File: config.mk
export PLATFORM = sky130hd
export DESIGN_NAME = uart_matrix_loader_flat
export DESIGN_NICKNAME = d
export VERILOG_FILES = /design/src/rtl/matrix_pkg.sv /design/src/rtl/uart_matrix_loader_if.sv /design/src/rtl/hex_char_decode.sv /design/src/rtl/uart_matrix_loader.sv /design/src/flat_wrapper.sv
export SDC_FILE = /design/constraint.sdc
export NUM_CORES = 1
export LEC_CHECK = 0
export BUFFER_PORTS_ARGS = -buffer_cell sky130_fd_sc_hd__buf_4
export CAP_MARGIN = 40
export CORE_ASPECT_RATIO = 1.5
export CORE_MARGIN = 2
export CORE_UTILIZATION = 56
export DETAILED_ROUTE_END_ITERATION = 10
export PLACE_DENSITY = 0.86
export RECOVER_POWER = 100
export SLEW_MARGIN = 20
export SYNTH_ARGS = -nofsm -noshare
export SYNTH_HDL_FRONTEND = slang
export SYNTH_SLANG_ARGS = --single-unit
File: constraint.sdc
create_clock -name clk -period 3 [get_ports clk]
set_input_delay 0.15 -clock clk [delete_from_list [all_inputs] [get_ports clk]]
set_output_delay 0.15 -clock clk [all_outputs]
set_load 0.01 [all_outputs]
File: src/rtl/matrix_pkg.sv
// Shared constants for the matrix lab: matrix size, SRAM base addresses,
// ASCII codes used by the text loader, and the loader state encoding.
package matrix_pkg;

  localparam int unsigned M_SIZE = 4;

  // SRAM layout shared with the multiplier (column-major matrices)
  localparam int unsigned BASE_A = 0;
  localparam int unsigned BASE_B = M_SIZE * M_SIZE;
  localparam int unsigned BASE_C = 2 * M_SIZE * M_SIZE;

  localparam logic [7:0] ASCII_CR    = 8'h0D;
  localparam logic [7:0] ASCII_LF    = 8'h0A;
  localparam logic [7:0] ASCII_SPACE = 8'h20;
  localparam logic [7:0] ASCII_TAB   = 8'h09;
  localparam logic [7:0] ASCII_COMMA = 8'h2C;
  localparam logic [7:0] ASCII_HASH  = 8'h23;

  typedef enum logic [2:0] {
    LD_IDLE,
    LD_SKIP,
    LD_DIGIT,
    LD_COMMIT,
    LD_DONE,
    LD_ERR,
    LD_COMMENT
  } loader_state_t;

  // Classification of one received character
  typedef struct packed {
    logic       is_hex;
    logic       is_sep;
    logic [3:0] nibble;
  } hex_class_t;

endpackage

File: src/rtl/uart_matrix_loader_if.sv
// SRAM write port between the matrix loader (master) and the shared SRAM (slave).
//   sram_we   : write strobe
//   sram_addr : word address
//   sram_data : write data
interface uart_matrix_loader_if #(
  parameter int unsigned ADDR_WIDTH = 11,
  parameter int unsigned DATA_WIDTH = 18
);
  logic                  sram_we;
  logic [ADDR_WIDTH-1:0] sram_addr;
  logic [DATA_WIDTH-1:0] sram_data;

  modport master (output sram_we, sram_addr, sram_data);
  modport slave  (input  sram_we, sram_addr, sram_data);
endinterface

File: src/rtl/hex_char_decode.sv
// Combinational character classifier for the matrix loader.
//   rx_byte : received ASCII character
//   cls_c   : {is_hex, is_sep, nibble}; nibble valid only when is_hex
module hex_char_decode
  import matrix_pkg::*;
(
  input  logic [7:0] rx_byte,
  output hex_class_t cls_c
);

  always_comb begin
    cls_c = '0;
    if (rx_byte >= 8'h30 && rx_byte <= 8'h39) begin
      cls_c.is_hex = 1'b1;
      cls_c.nibble = 4'(rx_byte - 8'h30);
    end else if (rx_byte >= 8'h41 && rx_byte <= 8'h46) begin
      cls_c.is_hex = 1'b1;
      cls_c.nibble = 4'(rx_byte - 8'h37);
    end else if (rx_byte >= 8'h61 && rx_byte <= 8'h66) begin
      cls_c.is_hex = 1'b1;
      cls_c.nibble = 4'(rx_byte - 8'h57);
    end
    cls_c.is_sep = (rx_byte == ASCII_SPACE) || (rx_byte == ASCII_TAB) ||
                   (rx_byte == ASCII_CR)    || (rx_byte == ASCII_LF)  ||
                   (rx_byte == ASCII_COMMA);
  end

endmodule

File: src/rtl/uart_matrix_loader.sv
// Parses separator-delimited ASCII hex numbers from the UART receiver and
// writes them into the shared SRAM as matrices A then B, column-major, while
// the text arrives row-major. Raises done once 2*M*M elements are written.
// Optional: LOADER_COMMENT_EN enables '#' ... LF comments in the text.
//   clk, reset_n          : clock, async active-low reset
//   start                 : pulse; arms loader, clears done/error/count
//   received/rx_byte      : received character strobe and data
//   recv_error            : UART framing error strobe
//   sram (master)         : SRAM write port (one sram_we cycle per element)
//   busy/done/error       : status (done and error are sticky until start)
//   elem_count            : elements written since start
module uart_matrix_loader #(
  parameter int unsigned M_SIZE     = 4,
  parameter int unsigned DIGITS     = 5,
  parameter int unsigned DATA_WIDTH = 18,
  parameter int unsigned ADDR_WIDTH = 11,
  localparam int unsigned CW        = $clog2(2 * M_SIZE * M_SIZE) + 1
) (
  input  logic                       clk,
  input  logic                       reset_n,
  input  logic                       start,
  input  logic                       received,
  input  logic [7:0]                 rx_byte,
  input  logic                       recv_error,
  uart_matrix_loader_if.master       sram,
  output logic                       busy,
  output logic                       done,
  output logic                       error,
  output logic [CW-1:0]              elem_count
);
  import matrix_pkg::*;

  localparam int unsigned MM    = M_SIZE * M_SIZE;
  localparam int unsigned TOTAL = 2 * MM;
  localparam int unsigned AW    = 4 * DIGITS;
  localparam int unsigned NW    = $clog2(DIGITS + 1);

  loader_state_t         state, state_d;
  hex_class_t            cls;
  logic [AW-1:0]         acc, acc_d;
  logic [NW-1:0]         ndig, ndig_d;
  logic                  pend, pend_d;
  logic [CW-1:0]         cnt_d;
  logic                  we_q, we_d;
  logic [ADDR_WIDTH-1:0] addr_q, addr_d;
  logic [DATA_WIDTH-1:0] data_q, data_d;
  logic                  busy_d, done_d, error_d;
  logic                  is_hash, overflow, digits_full, last_elem;

  // Text index -> SRAM address: matrix base plus column-major offset
  function automatic logic [ADDR_WIDTH-1:0] elem_addr(input logic [CW-1:0] idx);
    int unsigned i;
    i = 32'(idx);
    return ADDR_WIDTH'((i / MM) * MM + (i % M_SIZE) * M_SIZE + (i % MM) / M_SIZE);
  endfunction

  hex_char_decode u_decode (
    .rx_byte (rx_byte),
    .cls_c   (cls)
  );

`ifdef LOADER_COMMENT_EN
  assign is_hash = (rx_byte == ASCII_HASH);
`else
  // Without comment support '#' falls through to the invalid-character path
  assign is_hash = 1'b0;
`endif

  assign overflow    = (acc >> DATA_WIDTH) != '0;
  assign digits_full = (ndig == NW'(DIGITS));
  assign last_elem   = (elem_count == CW'(TOTAL - 1));

  // State register
  always_ff @(posedge clk or negedge reset_n) begin
    if (!reset_n) state <= LD_IDLE;
    else          state <= state_d;
  end

  // Next-state logic; start has priority over everything, including a byte
  always_comb begin
    state_d = state;
    if (start) begin
      state_d = LD_SKIP;
    end else begin
      case (state)
        LD_SKIP: begin
          if (recv_error) state_d = LD_ERR;
          else if (received) begin
            if (cls.is_sep)      state_d = LD_SKIP;
            else if (cls.is_hex) state_d = LD_DIGIT;
            else if (is_hash)    state_d = LD_COMMENT;
            else                 state_d = LD_ERR;
          end
        end
        LD_DIGIT: begin
          if (recv_error) state_d = LD_ERR;
          else if (received) begin
            if (cls.is_hex)                state_d = digits_full ? LD_ERR : LD_DIGIT;
            else if (cls.is_sep || is_hash) state_d = LD_COMMIT;
            else                           state_d = LD_ERR;
          end
        end
        LD_COMMIT: begin
          if (overflow)       state_d = LD_ERR;
          else if (last_elem) state_d = LD_DONE;
          else if (pend)      state_d = LD_COMMENT;
          else                state_d = LD_SKIP;
        end
        LD_COMMENT: if (received && rx_byte == ASCII_LF) state_d = LD_SKIP;
        default: state_d = state;
      endcase
    end
  end

  // Datapath and output next values. The SRAM write is launched on the
  // separator so sram_we is high during the single COMMIT cycle.
  always_comb begin
    acc_d  = acc;
    ndig_d = ndig;
    pend_d = pend;
    cnt_d  = elem_count;
    we_d   = 1'b0;
    addr_d = addr_q;
    data_d = data_q;
    if (start) begin
      acc_d  = '0;
      ndig_d = '0;
      pend_d = 1'b0;
      cnt_d  = '0;
    end else begin
      case (state)
        LD_SKIP: begin
          if (state_d == LD_DIGIT) begin
            acc_d  = AW'(cls.nibble);
            ndig_d = NW'(1);
          end
        end
        LD_DIGIT: begin
          if (received && state_d == LD_DIGIT) begin
            acc_d  = AW'({acc, cls.nibble});
            ndig_d = ndig + NW'(1);
          end else if (state_d == LD_COMMIT) begin
            we_d   = !overflow;
            addr_d = elem_addr(elem_count);
            data_d = DATA_WIDTH'(acc);
            pend_d = is_hash;
          end
        end
        LD_COMMIT: begin
          pend_d = 1'b0;
          if (!overflow) cnt_d = elem_count + CW'(1);
        end
        default: ;
      endcase
    end
    busy_d  = state_d inside {LD_SKIP, LD_DIGIT, LD_COMMIT, LD_COMMENT};
    done_d  = (state_d == LD_DONE);
    error_d = (state_d == LD_ERR);
  end

  // Datapath and output registers
  always_ff @(posedge clk or negedge reset_n) begin
    if (!reset_n) begin
      acc        <= '0;
      ndig       <= '0;
      pend       <= 1'b0;
      elem_count <= '0;
      we_q       <= 1'b0;
      addr_q     <= '0;
      data_q     <= '0;
      busy       <= 1'b0;
      done       <= 1'b0;
      error      <= 1'b0;
    end else begin
      acc        <= acc_d;
      ndig       <= ndig_d;
      pend       <= pend_d;
      elem_count <= cnt_d;
      we_q       <= we_d;
      addr_q     <= addr_d;
      data_q     <= data_d;
      busy       <= busy_d;
      done       <= done_d;
      error      <= error_d;
    end
  end

  assign sram.sram_we   = we_q;
  assign sram.sram_addr = addr_q;
  assign sram.sram_data = data_q;

endmodule
File: src/flat_wrapper.sv
// flat-port wrapper written by rule: the top's interface ports become plain ports
module uart_matrix_loader_flat import matrix_pkg::*;
#(
  parameter int unsigned M_SIZE     = 4,
  parameter int unsigned DIGITS     = 5,
  parameter int unsigned DATA_WIDTH = 18,
  parameter int unsigned ADDR_WIDTH = 11,
  localparam int unsigned CW        = $clog2(2 * M_SIZE * M_SIZE) + 1
)
  (clk, reset_n, start, received, rx_byte, recv_error, busy, done, error, elem_count, sram_sram_we, sram_sram_addr, sram_sram_data);
  uart_matrix_loader_if #(.ADDR_WIDTH(ADDR_WIDTH), .DATA_WIDTH(DATA_WIDTH)) sram_i ();
  input  logic clk;
  input  logic reset_n;
  input  logic start;
  input  logic received;
  input  logic [7:0] rx_byte;
  input  logic recv_error;
  output logic busy;
  output logic done;
  output logic error;
  output logic [CW-1:0] elem_count;
  output wire logic [$bits(sram_i.sram_we)-1:0] sram_sram_we;
  output wire logic [$bits(sram_i.sram_addr)-1:0] sram_sram_addr;
  output wire logic [$bits(sram_i.sram_data)-1:0] sram_sram_data;
  assign sram_sram_we = sram_i.sram_we;
  assign sram_sram_addr = sram_i.sram_addr;
  assign sram_sram_data = sram_i.sram_data;
  uart_matrix_loader #(.M_SIZE(M_SIZE), .DIGITS(DIGITS), .DATA_WIDTH(DATA_WIDTH), .ADDR_WIDTH(ADDR_WIDTH)) u_core (.clk(clk), .reset_n(reset_n), .start(start), .received(received), .rx_byte(rx_byte), .recv_error(recv_error), .sram(sram_i), .busy(busy), .done(done), .error(error), .elem_count(elem_count));
endmodule
# [Word-level counts from Yosys, hierarchy flattened]
# Index checks and enable logic that the tools add are counted.
[word_totals] latch_bits=0 n_memories=0 out_inout_bits=39 ram_bits=0 input_bits=13 romBits=0 ff_bits=66
[op_classes] n_bitwise=2 n_shift=0 n_reduce_logical=19 add_sub_neg=7 muxes=40 magnitude_cmp=6 n_div=0 n_eq_ne=22 mul=0
[op_table] cell="20-bit 2-to-1 mux" n=3
[op_table] cell="3-bit 2-to-1 mux" n=17
[op_table] cell="20-bit one-hot mux with 2 select lines" n=1
[op_table] cell="8-bit by 4-bit == test with 1-bit output, second input constant" n=3
[op_table] cell="20-bit nonzero test" n=1
[op_table] cell="6-bit 2-to-1 mux" n=3
[op_table] cell="8-bit by 6-bit == test with 1-bit output, second input constant" n=2
[op_table] cell="8-bit by 7-bit greater-or-equal comparator with 1-bit output, second input constant" n=2
[op_table] cell="8-bit by 7-bit <= comparator with 1-bit output, second input constant" n=2
[op_table] cell="3-bit == test, second input constant" n=5
[op_table] cell="3-bit by 2-bit == test with 1-bit output, second input constant" n=4
[op_table] cell="4-bit 2-to-1 mux" n=3
[op_table] cell="3-bit one-hot mux with 4 select lines" n=1
[op_table] cell="11-bit by 2-bit adder with 11-bit output" n=1
[op_table] cell="1-bit 2-to-1 mux" n=10
[op_table] cell="3-bit by 2-bit != test with 1-bit output, second input constant" n=3
[op_table] cell="8-bit by 6-bit greater-or-equal comparator with 1-bit output, second input constant" n=1
[op_table] cell="8-bit by 6-bit <= comparator with 1-bit output, second input constant" n=1
[op_table] cell="4-bit by 3-bit subtractor with 4-bit output, second input constant" n=2
[op_table] cell="6-bit by 4-bit adder with 7-bit output" n=1
[op_table] cell="6-bit by 1-bit adder with 6-bit output, second input constant" n=1
[op_table] cell="3-bit by 1-bit == test with 1-bit output, second input constant" n=2
[op_table] cell="6-bit by 5-bit == test with 1-bit output, second input constant" n=1
[op_table] cell="3-bit one-hot mux with 2 select lines" n=1
[op_table] cell="15 further kinds" n=25

# [Logic depth before layout (Yosys ltp)]
# Gate-level depths: netlist of run 1.
[logic_depth] word_depth=16 ltp_mapped=12

# [Hierarchy]
# From an unflattened synthesis of run 1, not the netlist that was laid out.
[unflattened] hier_cells=285 hier_area_um2=3041.7
[modules_own_cells] module="uart_matrix_loader" instances=1 seq_area_each_um2=1501.4 area_per_inst_um2=2776.4 cells_each=252
[modules_own_cells] module="hex_char_decode" instances=1 seq_area_each_um2=0.0 area_per_inst_um2=265.3 cells_each=33

# [Worst setup path before layout of run 1]
# OpenSTA, ideal clock, no wires.
[synth_path] kind="input -> register" start="input port rx_byte[0]" end="register u_core.data_q[10], in the netlist u_core.sram.sram_data[10]" arrival_ns=2.588 path_stages=10 required_time_ns=2.875 setup_slack_ns=0.287 cell_sequence="inv_1 -> ha_1 -> or3b_2 -> and3_1 -> buf_6 -> o21ai_0 -> a31oi_2 -> nor4_4 -> buf_6 -> mux2_4"
[synth_via] elab_chain_cells=15
[synth_rtl] element="from (decl)" line="flat_wrapper.sv:16" text="input logic [7:0] rx_byte;"
[synth_rtl] element="8-bit by 7-bit greater-or-equal comparator with 1-bit output, or another cell as far along" line="hex_char_decode.sv:19" text="end else if (rx_byte >= 8'h61 && rx_byte <= 8'h66) begin"
[synth_rtl] element="1-bit logical AND / 1-bit logical OR (equally long branches)" line="hex_char_decode.sv:19, hex_char_decode.sv:23"
[synth_rtl] element="1-bit 2-to-1 mux / 1-bit logical OR (equally long branches)" line="hex_char_decode.sv:19, hex_char_decode.sv:23"
[synth_rtl] element="1-bit 2-to-1 mux / 1-bit logical OR (equally long branches)" line="hex_char_decode.sv:16, hex_char_decode.sv:24"
[synth_rtl] element="1-bit 2-to-1 mux / 1-bit logical OR (equally long branches)" line="hex_char_decode.sv:13, hex_char_decode.sv:24"
[synth_rtl] element="3-bit 2-to-1 mux (on tied branches)" line="uart_matrix_loader.sv:90, uart_matrix_loader.sv:99"
[synth_rtl] element="3-bit 2-to-1 mux (on tied branches)" line="uart_matrix_loader.sv:89, uart_matrix_loader.sv:98"
[synth_rtl] element="3-bit 2-to-1 mux (on tied branches)" line="uart_matrix_loader.sv:88, uart_matrix_loader.sv:97"
[synth_rtl] element="3-bit 2-to-1 mux (on tied branches)" line="uart_matrix_loader.sv:87, uart_matrix_loader.sv:96"
[synth_rtl] element="3-bit one-hot mux with 4 select lines (*)" line="uart_matrix_loader.sv:85" text="case (state)"
[synth_rtl] element="3-bit 2-to-1 mux (*)" line="uart_matrix_loader.sv:82" text="if (start) begin"
[synth_rtl] element="3-bit by 2-bit == test with 1-bit output" line="uart_matrix_loader.sv:139" text="if (received && state_d == LD_DIGIT) begin"
[synth_rtl] element="1-bit logical AND" line="uart_matrix_loader.sv:139"
[synth_rtl] element="1-bit NOT (no line)"
[synth_rtl] element="4-bit AND reduction (no line) (*)"
[synth_rtl] element="to (signal assigned)" line="uart_matrix_loader.sv:181" text="data_q <= data_d;"
[synth_rtl] element="to (decl)" line="uart_matrix_loader.sv:46" text="logic [DATA_WIDTH-1:0] data_q, data_d;"
# Every way passes the cells marked *; elsewhere a longest branch is shown, timed or not.
# A chain may end at the register's enable or synchronous reset.

# [Worst setup path after layout of run 1]
[layout_path] start="register u_core.state[1]" end="register u_core.addr_q[2], in the netlist u_core.sram.sram_addr[2]"
[layout_via] elab_chain_cells=8
[layout_rtl] element="from (decl)" line="uart_matrix_loader.sv:38" text="loader_state_t state, state_d;"
[layout_rtl] element="from (signal assigned)" line="uart_matrix_loader.sv:76" text="else state <= state_d;"
[layout_rtl] element="3-bit 2-to-1 mux (on tied branches)" line="uart_matrix_loader.sv:97, uart_matrix_loader.sv:88"
[layout_rtl] element="3-bit 2-to-1 mux (on tied branches)" line="uart_matrix_loader.sv:96, uart_matrix_loader.sv:87"
[layout_rtl] element="3-bit one-hot mux with 4 select lines" line="uart_matrix_loader.sv:85"
[layout_rtl] element="3-bit 2-to-1 mux" line="uart_matrix_loader.sv:82"
[layout_rtl] element="3-bit by 2-bit == test with 1-bit output" line="uart_matrix_loader.sv:139"
[layout_rtl] element="1-bit logical AND" line="uart_matrix_loader.sv:139"
[layout_rtl] element="1-bit NOT (no line)"
[layout_rtl] element="4-bit AND reduction (no line) (*)"
[layout_rtl] element="to (signal assigned)" line="uart_matrix_loader.sv:180" text="addr_q <= addr_d;"
[layout_rtl] element="to (decl)" line="uart_matrix_loader.sv:45" text="logic [ADDR_WIDTH-1:0] addr_q, addr_d;"
# Marked as above.

==> results of run 1 <==
==> power breakdown <==
group	switching [mW]	total, mW	internal, mW	leakage, nW
logic	0.110	0.178	0.0676	0.759
registers	0.0173	0.841	0.824	0.828
clock network	0.294	0.656	0.362	0.0982
total	0.422	1.68	1.25	1.69
==> tightest hold or removal path, stage by stage <==
cell and delay, ps:
buf_4 140, o21ai_0 80, a311oi_1 80
==> through the flow <==
step | utilization, % | hold slack [ps] | worst slack [ps] | cells
2_1_floorplan | - | -146 | 287 | 279
3_3_place_gp | 65.3 | 252 | 151 | 381
4_1_cts | 68.9 | 145 | 315 | 398
3_5_place_dp | 65.3 | 258 | 40.2 | 381
5_1_grt | 65.6 | 169 | 99.1 | 398
6_report | 65.6 | 155 | 297 | 398
==> worst max-delay path by stage <==
| stage | start | endpoint | slack (ps) | cells past startpoint |
|---|---|---|---|---|
| 2_1_floorplan | rx_byte[0] | u_core.sram.sram_data[10] | 290 | 10 |
| 3_3_place_gp | rx_byte[1] | u_core.ndig[0] | 150 | 10 |
| 3_5_place_dp | rx_byte[1] | u_core.acc[10] | 40 | 11 |
| 4_1_cts | u_core.state[1] | u_core.sram.sram_addr[2] | 320 | 8 |
| 5_1_grt | rx_byte[1] | u_core.acc[10] | 100 | 11 |
| 6_report | u_core.state[1] | u_core.sram.sram_addr[2] | 300 | 8 |
==> area by class of cell <==
cell class	instances	area, µm²
clock buffers	12	165
clock inverters	4	22.5
fillers	475	1890
inverters	8	30.0
multi-input cells	187	1460
flip-flops and latches	60	1500
well taps	70	87.6
repair buffers	57	334
==> logic make-up after synthesis <==
logic type / after synthesis / synth area share [%]
xor gates and xnor gates: 5 / 1.37
other: 1 / 0.118
muxes: 34 / 12.8
and+or+nand+nor: 76 / 13.5
buffers and inverters: 32 / 6.05
DFF: 60 / 47.1
adders and majority gates: 8 / 3.06
AOI/OAI and AO/OA: 59 / 16.0
==> registers in the layout, summed over array words and instances (netlist names) <==
register               flops
u_core.sram.sram_addr      6
u_core.sram.sram_we        1
u_core.busy                1
u_core.sram.sram_data     18
u_core.ndig                3
u_core.acc                20
u_core.state               3
u_core.error               1
u_core.done                1
u_core.elem_count          6
==> layer usage <==
| metal | share of wire [%] | GRT usage [%] | up-vias |
|---|---|---|---|
| met3 | 4.1 | 5.10 | 10 |
| met5 | 0 | 0 | - |
| met4 | 1.9 | 9.55 | 0 |
| met2 | 52 | 37.6 | 56 |
| met1 | 42 | 27.0 | 1176 |
| li1 | - | - | 1111 |
==> cell usage in the layout (no fill, tap or decap), types with 5 or more instances in the layout <==
cell / instances
mux2_1: 17
ha_1: 7
o311a_1: 8
mux2i_1: 9
clkbuf_8: 12
dfrtp_1: 60
buf_4: 17
nor2_1: 12
a41o_1: 8
o21ai_0: 8
nor2b_1: 8
conb_1: 5
mux2_2: 6
nor3_1: 5
nand2_1: 17
a31oi_1: 6
clkbuf_1: 35
inv_1: 7
a21oi_1: 6
nand3_1: 10
==> summary.md, run 1 <==
| Metric | Value |
|---|---|
| Run status | finished clean |
| Count of synthesis-stage warnings from yosys | 0 |
| Count of cells along the worst register-to-register path | 8 |
| Instance area at placement | around 3600 µm² |
| Port-buffer cells | 46 |
| Class of the most critical setup path | reg2reg |
| Cell variety after synth | about 60 |
| Initial core utilization | just under 60% |
| Placeable core region | 5490 µm² |
| Number of remaining DRC errors | 0 |
| Antenna violations before repair | 0 |
| Buffers from clock root to sink, at most | 2 |
| Largest net degree at the start of global routing | 61 |
| Period utilisation layout | 90.1% |
| Actual transition at the worst max-transition pin | ~1400 ps |
| Share of final-layout standard cells stronger than drive strength 1 | between 10% and 20% |
| Post-synthesis instance total | between 200 and 300 |
| Insertion delay of the later-clocked pin in the worst-skew pair | roughly 330 ps |
| RR Endpoint | u_core.sram.sram_addr[2] |
| Flop and latch count out of synthesis | 60 |
| Most common cell in the synthesized netlist | dfrtp_1 |
| H-tree depth | 3 |
| Hold buffer count at cts | 1 |
| Starting DRC count in detailed routing | roughly 130 |
| Headroom to the max-slew limit | between 5 and 6% |
| Sequential-to-total area share from yosys stat | a little under half |
| Area growth, synth to finish | 13.0% |
| Share of Yosys cell area claimed by the top area cell type | a little under half |
| Final hold violation count | 0 |
| Vias in the first global route | approximately 2200 |
| Pwr Density | ~470 nW/µm² |
| Via density per instance | between 5 and 6 |
| Post-synthesis average cell area | around 12 µm² |
| Cell area after technology mapping | around 3200 µm² |
| Number of cell rows | 33 |
| Slowest CP cell | dfrtp_1 |
| Die span in x | around 66 µm |
| Number of synthesized flops with an enable pin | 0 |
| Final setup fails | 0 |
| ANT cells | 0 |
| Post-layout nets | 343 |
| Arrival time of data at the critical path endpoint | approximately 2900 ps |
| Number of buffers inserted to repair setup after CTS | 0 |
| Via count | between 2000 and 2500 |
| Unrepaired setup endpoints after global routing | false |
| Buffer type at the clock tree root | clkbuf_8 |
| Routability congestion estimate from global placement | 0.910 |
| Aggregate global routing overflow | 0 |
| Static Leak | ~1.7 nW |
| Top delay family on crit path | simple AND/OR/NAND/NOR gates |
| Wire length of the first global-routing pass | 10600 µm |
| Clock tree from TritonCTS | done |
| Worst hold path cell count | 3 |
| Buf+Inv Stages, Crit Path | 1 |
| Clock-pin transition on the worst setup and hold timing paths | approximately 60 ps |
| Number of clock sinks | 60 |
| Final setup TNS | 0 ps |
| List of cells traversed by the critical path | nor2b_1 -> a41oi_1 -> or3_1 -> a32oi_2 -> a21oi_1 -> nor4_4 -> buf_12 -> mux2_2 |
| Count of final max-slew check failures | 0 |
| I/O pins | 52 |
| Worst path required time | 3220 ps |
| CTS buffer count | 9 |
| Start point of the worst min-delay path | rx_byte[2] |
| Detail Route Antenna Nets | 0 |
| Startpoint kind of the worst setup timing path | register |
| Post-detailed-routing wire length | between 6000 and 7000 µm |
| Ys flop type | dfrtp_1 |
| Class of the worst hold path | in2reg |
| Async set or reset register ratio after synthesis | 100% |
| Post-Route Skew | between 3 and 4 ps |
| Most frequent cells after synthesis | 60 x dfrtp_1, 17 x nand2_1, 12 x nor2_1 |
| Synth top area cells | dfrtp_1 47%, mux2_4 4.7%, mux2_1 3.2% |
| Global-route total usage across every layer | between 20% and 30% |
| Total power of the final layout | ~1.7 mW |
| DR pass1 iterations | 4 |
| Category of the worst setup path capture point | register |
| R2r setup slk | between 200 and 300 ps |
| Dominant cell type by area after synthesis | dfrtp_1 |
| Max_cap viols | 0 |
| Die boundary height | roughly 96 µm |
| Achievable frequency | 0.370 GHz |
| Cell area after layout | approximately 3600 µm² |
| End of the worst hold path | u_core.acc[2] |
| Max incr delay on CP | 510 ps |
| Reg-to-Reg Start | u_core.state[1] |
| Resized Gates After CTS | 0 |
| Detailed Place HPWL | 4640 µm |
| Shortest period the worst path allows | 2700 ps |
| Die Area | 6320 µm² |
| Max Fanout on Critical Path | 25 |
| Worst voltage drop across the vdd grid | approximately 0.21 mV |
| Average wire length per cell after detail routing | 16.3 µm |
Note: power is estimated with default switching activity, not from simulation.
==> run 2, diff against run 1 <==
--- a/config.mk
+++ b/config.mk
@@ -11,6 +11,8 @@
 export CORE_MARGIN = 2
 export CORE_UTILIZATION = 56
 export DETAILED_ROUTE_END_ITERATION = 10
+export HOLD_SLACK_MARGIN = 0.15
+export MAX_ROUTING_LAYER = met4
 export PLACE_DENSITY = 0.86
 export RECOVER_POWER = 100
 export SLEW_MARGIN = 20
==> summary.md, run 2 (synthesis gave the netlist of run 1 again) <==
| Metric | Value |
|---|---|
| Share of final-layout standard cells stronger than drive strength 1 | 15.2% (-0.70 points) |
| Number of clock sinks | 60 (unchanged) |
| Top delay family on crit path | simple AND/OR/NAND/NOR gates |
| Final hold violation count | 0 (unchanged) |
| Die span in x | 65.6 µm (unchanged) |
| Achievable frequency | 0.366 GHz (-1.2%) |
| Via density per instance | 5.96 (+0.85%) |
| Class of the most critical setup path | reg2reg |
| Worst path required time | 3220 ps (about the same) |
| Sequential share of power | 46.4% (-3.8 points) |
| Arrival time of data at the critical path endpoint | 2950 ps (+30 ps) |
| Number of cell rows | 33 (unchanged) |
| Fill cell count | 445 (-6.3%) |
| P_int | 1.38 mW (+9.8%) |
| Detailed Place HPWL | 4660 µm (+0.53%) |
| Clock network power share | 43.9% (+4.7 points) |
| Post-layout nets | 345 (+0.58%) |
| Buffers from clock root to sink, at most | 2 (unchanged) |
| Max Fanout on Critical Path | 25 (unchanged) |
| Unrepaired setup endpoints after global routing | false |
| Shortest period the worst path allows | 2740 ps (+32.2 ps) |
| Flip-flop count of the largest register after layout | 20 (unchanged) |
| Routability congestion estimate from global placement | 0.889 (-2.4%) |
| Die Area | 6320 µm² (unchanged) |
| Slowest CP cell | dfrtp_1 |
| Worst voltage drop across the vdd grid | 0.217 mV (+3.7%) |
| Wire length of the first global-routing pass | 11000 µm (+3.7%) |
| H-tree depth | 3 (unchanged) |
| I/O pins | 52 (unchanged) |
| Register containing the most flip-flops in the final layout | u_core.acc |
| Gate power share | 9.6% (-1.0 points) |
| Run status | finished clean |
| Number of buffers inserted to repair setup after CTS | 0 (unchanged) |
| Switching Share | 23.9% (-1.2 points) |
| Antenna violations before repair | 0 (unchanged) |
| Aggregate global routing overflow | 0 (unchanged) |
| Layout Utilization | 66.2% (+0.64 points) |
| Headroom to the max-slew limit | 4.84% (-0.60 points) |
| Final setup TNS | 0 ps (unchanged) |
| Post-Route Skew | 4.61 ps (+0.776 ps) |
| Placeable core region | 5490 µm² (unchanged) |
| Highest-count cells in the layout ignoring fill and taps | 60 x dfrtp_1, 37 x clkbuf_1, 18 x mux2_1, 18 x buf_4, 17 x nand2_1 |
| Starting DRC count in detailed routing | 113 (-11%) |
| List of cells traversed by the critical path | nor2b_1 -> a41oi_1 -> or3_1 -> a32oi_2 -> a21oi_1 -> nor4_4 -> buf_12 -> mux2_2 |
| Most frequent standard cell in the layout excluding fill and tap cells | dfrtp_1 |
| Category of the worst setup path capture point | register |
| Insertion delay of the later-clocked pin in the worst-skew pair | 330 ps (about the same) |
| Port-buffer cells | 46 (unchanged) |
| Count of final max-slew check failures | 0 (unchanged) |
| Clock-pin transition on the worst setup and hold timing paths | 60 ps (about the same) |
| Number of remaining DRC errors | 0 (unchanged) |
| Post-route worst hold slack | 169 ps (+13.7 ps) |
| Number of standard cells in the final layout excluding fillers | 400 (+0.50%) |
| Final setup fails | 0 (unchanged) |
| Average wire length per cell after detail routing | 16.7 µm (+2.2%) |
| Initial core utilization | 58.0% (unchanged) |
| Static Leak | 1.70 nW (+1.1%) |
| Max_cap viols | 0 (unchanged) |
| Largest net degree at the start of global routing | 61 (unchanged) |
| Vias in the first global route | 2376 (+7.3%) |
| Actual transition at the worst max-transition pin | 1430 ps (+8.97 ps) |
| CTS buffer count | 9 (unchanged) |
| Class of the worst hold path | in2reg |
| Global-route total usage across every layer | 23.7% (+1.5 points) |
| Die boundary height | 96.4 µm (unchanged) |
| Buffer type at the clock tree root | clkbuf_8 |
| Total power of the final layout | 1.81 mW (+8.1%) |
| Post-detailed-routing wire length | 6680 µm (+2.7%) |
| Pwr Density | 498 nW/µm² (+7.0%) |
| Detail Route Antenna Nets | 0 (unchanged) |
| Area growth, synth to finish | 14.1% |
| Total net switching power | 434 µW (+2.8%) |
| Startpoint kind of the worst setup timing path | register |
| Cell count after placement | 382 (+0.26%) |
| Period utilisation layout | 91.2% (+1.1 points) |
| ANT cells | 0 (unchanged) |
| Buf+Inv Stages, Crit Path | 1 (unchanged) |
| Max incr delay on CP | 500 ps (about the same) |
| DR pass1 iterations | 4 (unchanged) |
| Via count | 2385 (+1.4%) |
| Clock tree from TritonCTS | done |
==> run 2: changes by cell type in the layout (fill, tap and decap cells not counted), sizes merged <==
cell         change
clkinv           -2
clkbuf           +1
dlygate4sd3      +1
bufinv           +2
==> run 2: repair_timing <==
action                                  CTS  global route
gates resized for setup                   0             0
endpoints found under the setup margin    0             0
endpoints found under the hold margin    63             0
hold buffers                              2             0
==> run 2: final cells by class <==
cell class	instances	area, µm²	share of cell area [%]
multi-input cells	187	1460	40.2
well taps	70	87.6	2.41
clock buffers	12	145	3.99
inverters	8	30.0	0.826
flip-flops and latches	60	1500	41.3
clock inverters	4	72.6	2.00
repair buffers	59	337	9.25
==> run 2: metal layers <==
layer	up-vias	part of all wire [%]	GRT usage (%)	wire (µm)
li1	1112	-	-	-
met1	1183	40	26.9	2690
met2	70	53	39.7	3520
met3	20	4.1	4.40	272
met4	0	3.0	12.3	203
met5	-	0	-	0
==> run 2: worst reg2reg max path, stage by stage, from the launching register on <==
cell,delay [ps]
dfrtp_1,500
nor2b_1,380
a41oi_1,60
or3_1,340
a32oi_2,230
a21oi_1,170
nor4_4,330
buf_12,220
mux2_2,380
==> run 2: power groups by stage <==
| stage | registers [mW] | logic [mW] | clock network (mW) |
|---|---|---|---|
| after global routing | 0.842 | 0.194 | 0.851 |
| after CTS | 0.841 | 0.188 | 0.813 |
| final | 0.841 | 0.174 | 0.795 |
| after detailed placement | 0.856 | 0.185 | 0 |
| after global placement | 0.856 | 0.181 | 0 |
| after floorplan | 0.850 | 0.123 | 0 |
==> run 2: path summary, 6_finish.rpt <==
check / cells after the start / slack (ps) / startpoint / endpoint
min in group asynchronous: 2 / 690 / reset_n / u_core.sram.sram_data[14]
max in group asynchronous: 2 / 1450 / reset_n / u_core.sram.sram_addr[3]
setup reg to reg: 8 / 260 / u_core.state[1] / u_core.sram.sram_addr[2]
hold reg to reg: 1 / 490 / u_core.sram.sram_data[16] / u_core.sram.sram_data[16]
setup / recovery: 8 / 260 / u_core.state[1] / u_core.sram.sram_addr[2]
hold / removal: 3 / 170 / rx_byte[2] / u_core.acc[2]
==> run 2: metrics by stage <==
stage | worst slack, ps | instance area (µm²)
finish | 265 | 3640
global route | 113 | 3640
CTS | 289 | 3820
detailed placement | 60.1 | 3580
global placement | 136 | 3580
floorplan | 287 | 3200
==> run 3, diff against run 2 <==
--- a/config.mk
+++ b/config.mk
@@ -5,7 +5,7 @@
 export SDC_FILE = /design/constraint.sdc
 export NUM_CORES = 1
 export LEC_CHECK = 0
-export BUFFER_PORTS_ARGS = -buffer_cell sky130_fd_sc_hd__buf_4
+export BUFFER_PORTS_ARGS = -buffer_cell sky130_fd_sc_hd__buf_2
 export CAP_MARGIN = 40
 export CORE_ASPECT_RATIO = 1.5
 export CORE_MARGIN = 2
==> constraint.sdc (replaced) <==
create_clock -name clk -period 2.8 [get_ports clk]
set_input_delay 0.14 -clock clk [delete_from_list [all_inputs] [get_ports clk]]
set_output_delay 0.14 -clock clk [all_outputs]
set_load 0.01 [all_outputs]
==> summary.md, run 3 (synthesis gave the netlist of run 1 again) <==
| Metric | Value |
|---|---|
| Share of final-layout standard cells stronger than drive strength 1 | 16.6% (+1.4 points) |
| Starting DRC count in detailed routing | 117 (+3.5%) |
| Arrival time of data at the critical path endpoint | 2870 ps (-80 ps) |
| Insertion delay of the later-clocked pin in the worst-skew pair | 340 ps (about the same) |
| Class of the most critical setup path | reg2reg |
| Antenna violations before repair | 0 (unchanged) |
| Flip-flop count of the largest register after layout | 20 (unchanged) |
| Via density per instance | 5.87 (-1.6%) |
| Final hold violation count | 0 (unchanged) |
| Number of remaining DRC errors | 0 (unchanged) |
| Post-Route Skew | 7.65 ps (+3.03 ps) |
| Buffers from clock root to sink, at most | 2 (unchanged) |
| Initial core utilization | 58.0% (unchanged) |
| Number of cell rows | 33 (unchanged) |
| Global-route total usage across every layer | 23.7% (+0.028 points) |
| Post-detailed-routing wire length | 6700 µm (+0.33%) |
| I/O pins | 52 (unchanged) |
| Worst voltage drop across the vdd grid | 0.268 mV (+24%) |
| Number of buffers inserted to repair setup after CTS | 0 (unchanged) |
| Count of cells along the worst register-to-register path | 8 (unchanged) |
| CTS buffer count | 9 (unchanged) |
| Die Area | 6320 µm² (unchanged) |
| Largest net degree at the start of global routing | 34 (-44%) |
| Period utilisation layout | 94.8% (+3.7 points) |
| ANT cells | 0 (unchanged) |
| Worst hold path cell count | 3 (unchanged) |
| DR pass1 iterations | 4 (unchanged) |
| Layout Utilization | 65.8% (-0.48 points) |
| Achievable frequency | 0.377 GHz (+3.0%) |
| Buffer type at the clock tree root | clkbuf_8 |
| Shortest period the worst path allows | 2660 ps (-79.8 ps) |
| Vias in the first global route | 2328 (-2.0%) |
| Aggregate global routing overflow | 0 (unchanged) |
| Category of the worst setup path capture point | register |
| Count of final max-slew check failures | 0 (unchanged) |
| Detail Route Antenna Nets | 0 (unchanged) |
| Headroom to the max-slew limit | 16.5% (+12 points) |
| Worst path required time | 3020 ps (-200 ps) |
| Post-layout nets | 349 (+1.2%) |
| Die span in x | 65.6 µm (unchanged) |
| Static Leak | 1.70 nW (-0.28%) |
| Die boundary height | 96.4 µm (unchanged) |
| Max_cap viols | 0 (unchanged) |
| Startpoint kind of the worst setup timing path | register |
| Most frequent standard cell in the layout excluding fill and tap cells | dfrtp_1 |
| Clock-pin transition on the worst setup and hold timing paths | 60 ps (about the same) |
| Class of the worst hold path | in2reg |
| Unrepaired setup endpoints after global routing | false |
| Total power of the final layout | 1.85 mW (+2.1%) |
| Highest-count cells in the layout ignoring fill and taps | 60 x dfrtp_1, 37 x clkbuf_1, 18 x mux2_1, 17 x nand2_1, 12 x nor2_1 |
| Routability congestion estimate from global placement | 0.983 (+11%) |
| Register containing the most flip-flops in the final layout | u_core.acc |
| Placeable core region | 5490 µm² (unchanged) |
| Run status | finished clean |
| Detailed Place HPWL | 4890 µm (+4.7%) |
| Clock tree from TritonCTS | done |
| Final setup fails | 0 (unchanged) |
| Port-buffer cells | 46 (unchanged) |
| H-tree depth | 3 (unchanged) |
| Pwr Density | 512 nW/µm² (+2.9%) |
| Number of standard cells in the final layout excluding fillers | 402 (+0.50%) |
| Average wire length per cell after detail routing | 16.7 µm (-0.17%) |
| Wire length of the first global-routing pass | 11000 µm (+0.76%) |
| Actual transition at the worst max-transition pin | 1250 ps (-174 ps) |
| Area growth, synth to finish | 13.3% |
| Number of clock sinks | 60 (unchanged) |
| Via count | 2358 (-1.1%) |
| Max Fanout on Critical Path | 25 (unchanged) |
| Cell count after placement | 386 (+1.0%) |
==> run 3: path summary, 6_finish.rpt <==
| check | start | to | slack [ps] |
|---|---|---|---|
| min in group asynchronous | reset_n | u_core.sram.sram_data[10] | 590 |
| max in group asynchronous | reset_n | u_core.sram.sram_data[0] | 980 |
| setup reg to reg | u_core.state[0] | u_core.sram.sram_data[7] | 140 |
| hold / removal | rx_byte[2] | u_core.acc[2] | 200 |
| setup / recovery | u_core.state[0] | u_core.sram.sram_data[7] | 140 |
| hold reg to reg | u_core.sram.sram_data[5] | u_core.sram.sram_data[5] | 480 |
==> run 3: final cells by class <==
cell class              instances  area [µm²]
well taps                      70        87.6
flip-flops and latches         60        1500
repair buffers                 63         335
clock buffers                  12         155
inverters                       8        30.0
fillers                       443        1880
multi-input cells             187        1470
clock inverters                 2        35.0
==> run 3: layer usage <==
metal	track usage, %	routed length, µm
met5	-	0
met2	39.9	3560
met4	11.1	156
met1	27.0	2770
met3	4.98	219
==> run 3: through the flow <==
stage               setup TNS [ps]  setup slack (ps)  cell area, µm²  hold slack [ps]
floorplan                        0              97.2            3200             -156
global placement                 0              53.3            3490              142
detailed placement            -386             -59.8            3490              145
CTS                              0               129            3700              170
global route                     0              29.1            3610              192
finish                           0               145            3610              197
==> run 3: what timing repair did <==
| item | 4_1_cts | 5_1_grt |
|---|---|---|
| endpoints found under the setup margin | 0 | 7 |
| gates resized for setup | 0 | 2 |
| hold buffers | 2 | 0 |
| hold endpoints to repair | 24 | 0 |
==> run 3: power by group <==
group	internal, mW	switching (mW)	total, mW
clock network	0.448	0.311	0.759
registers	0.883	0.0189	0.902
logic	0.0680	0.121	0.189
==> run 3: worst max-delay path, cell delays in order (launching register included) <==
cell     delay [ps]
dfrtp_1         550
nor2b_1         280
a41oi_1         140
or3_1           340
a32oi_2         220
a21oi_2         120
nor4_4          310
buf_12          230
mux2_1          350
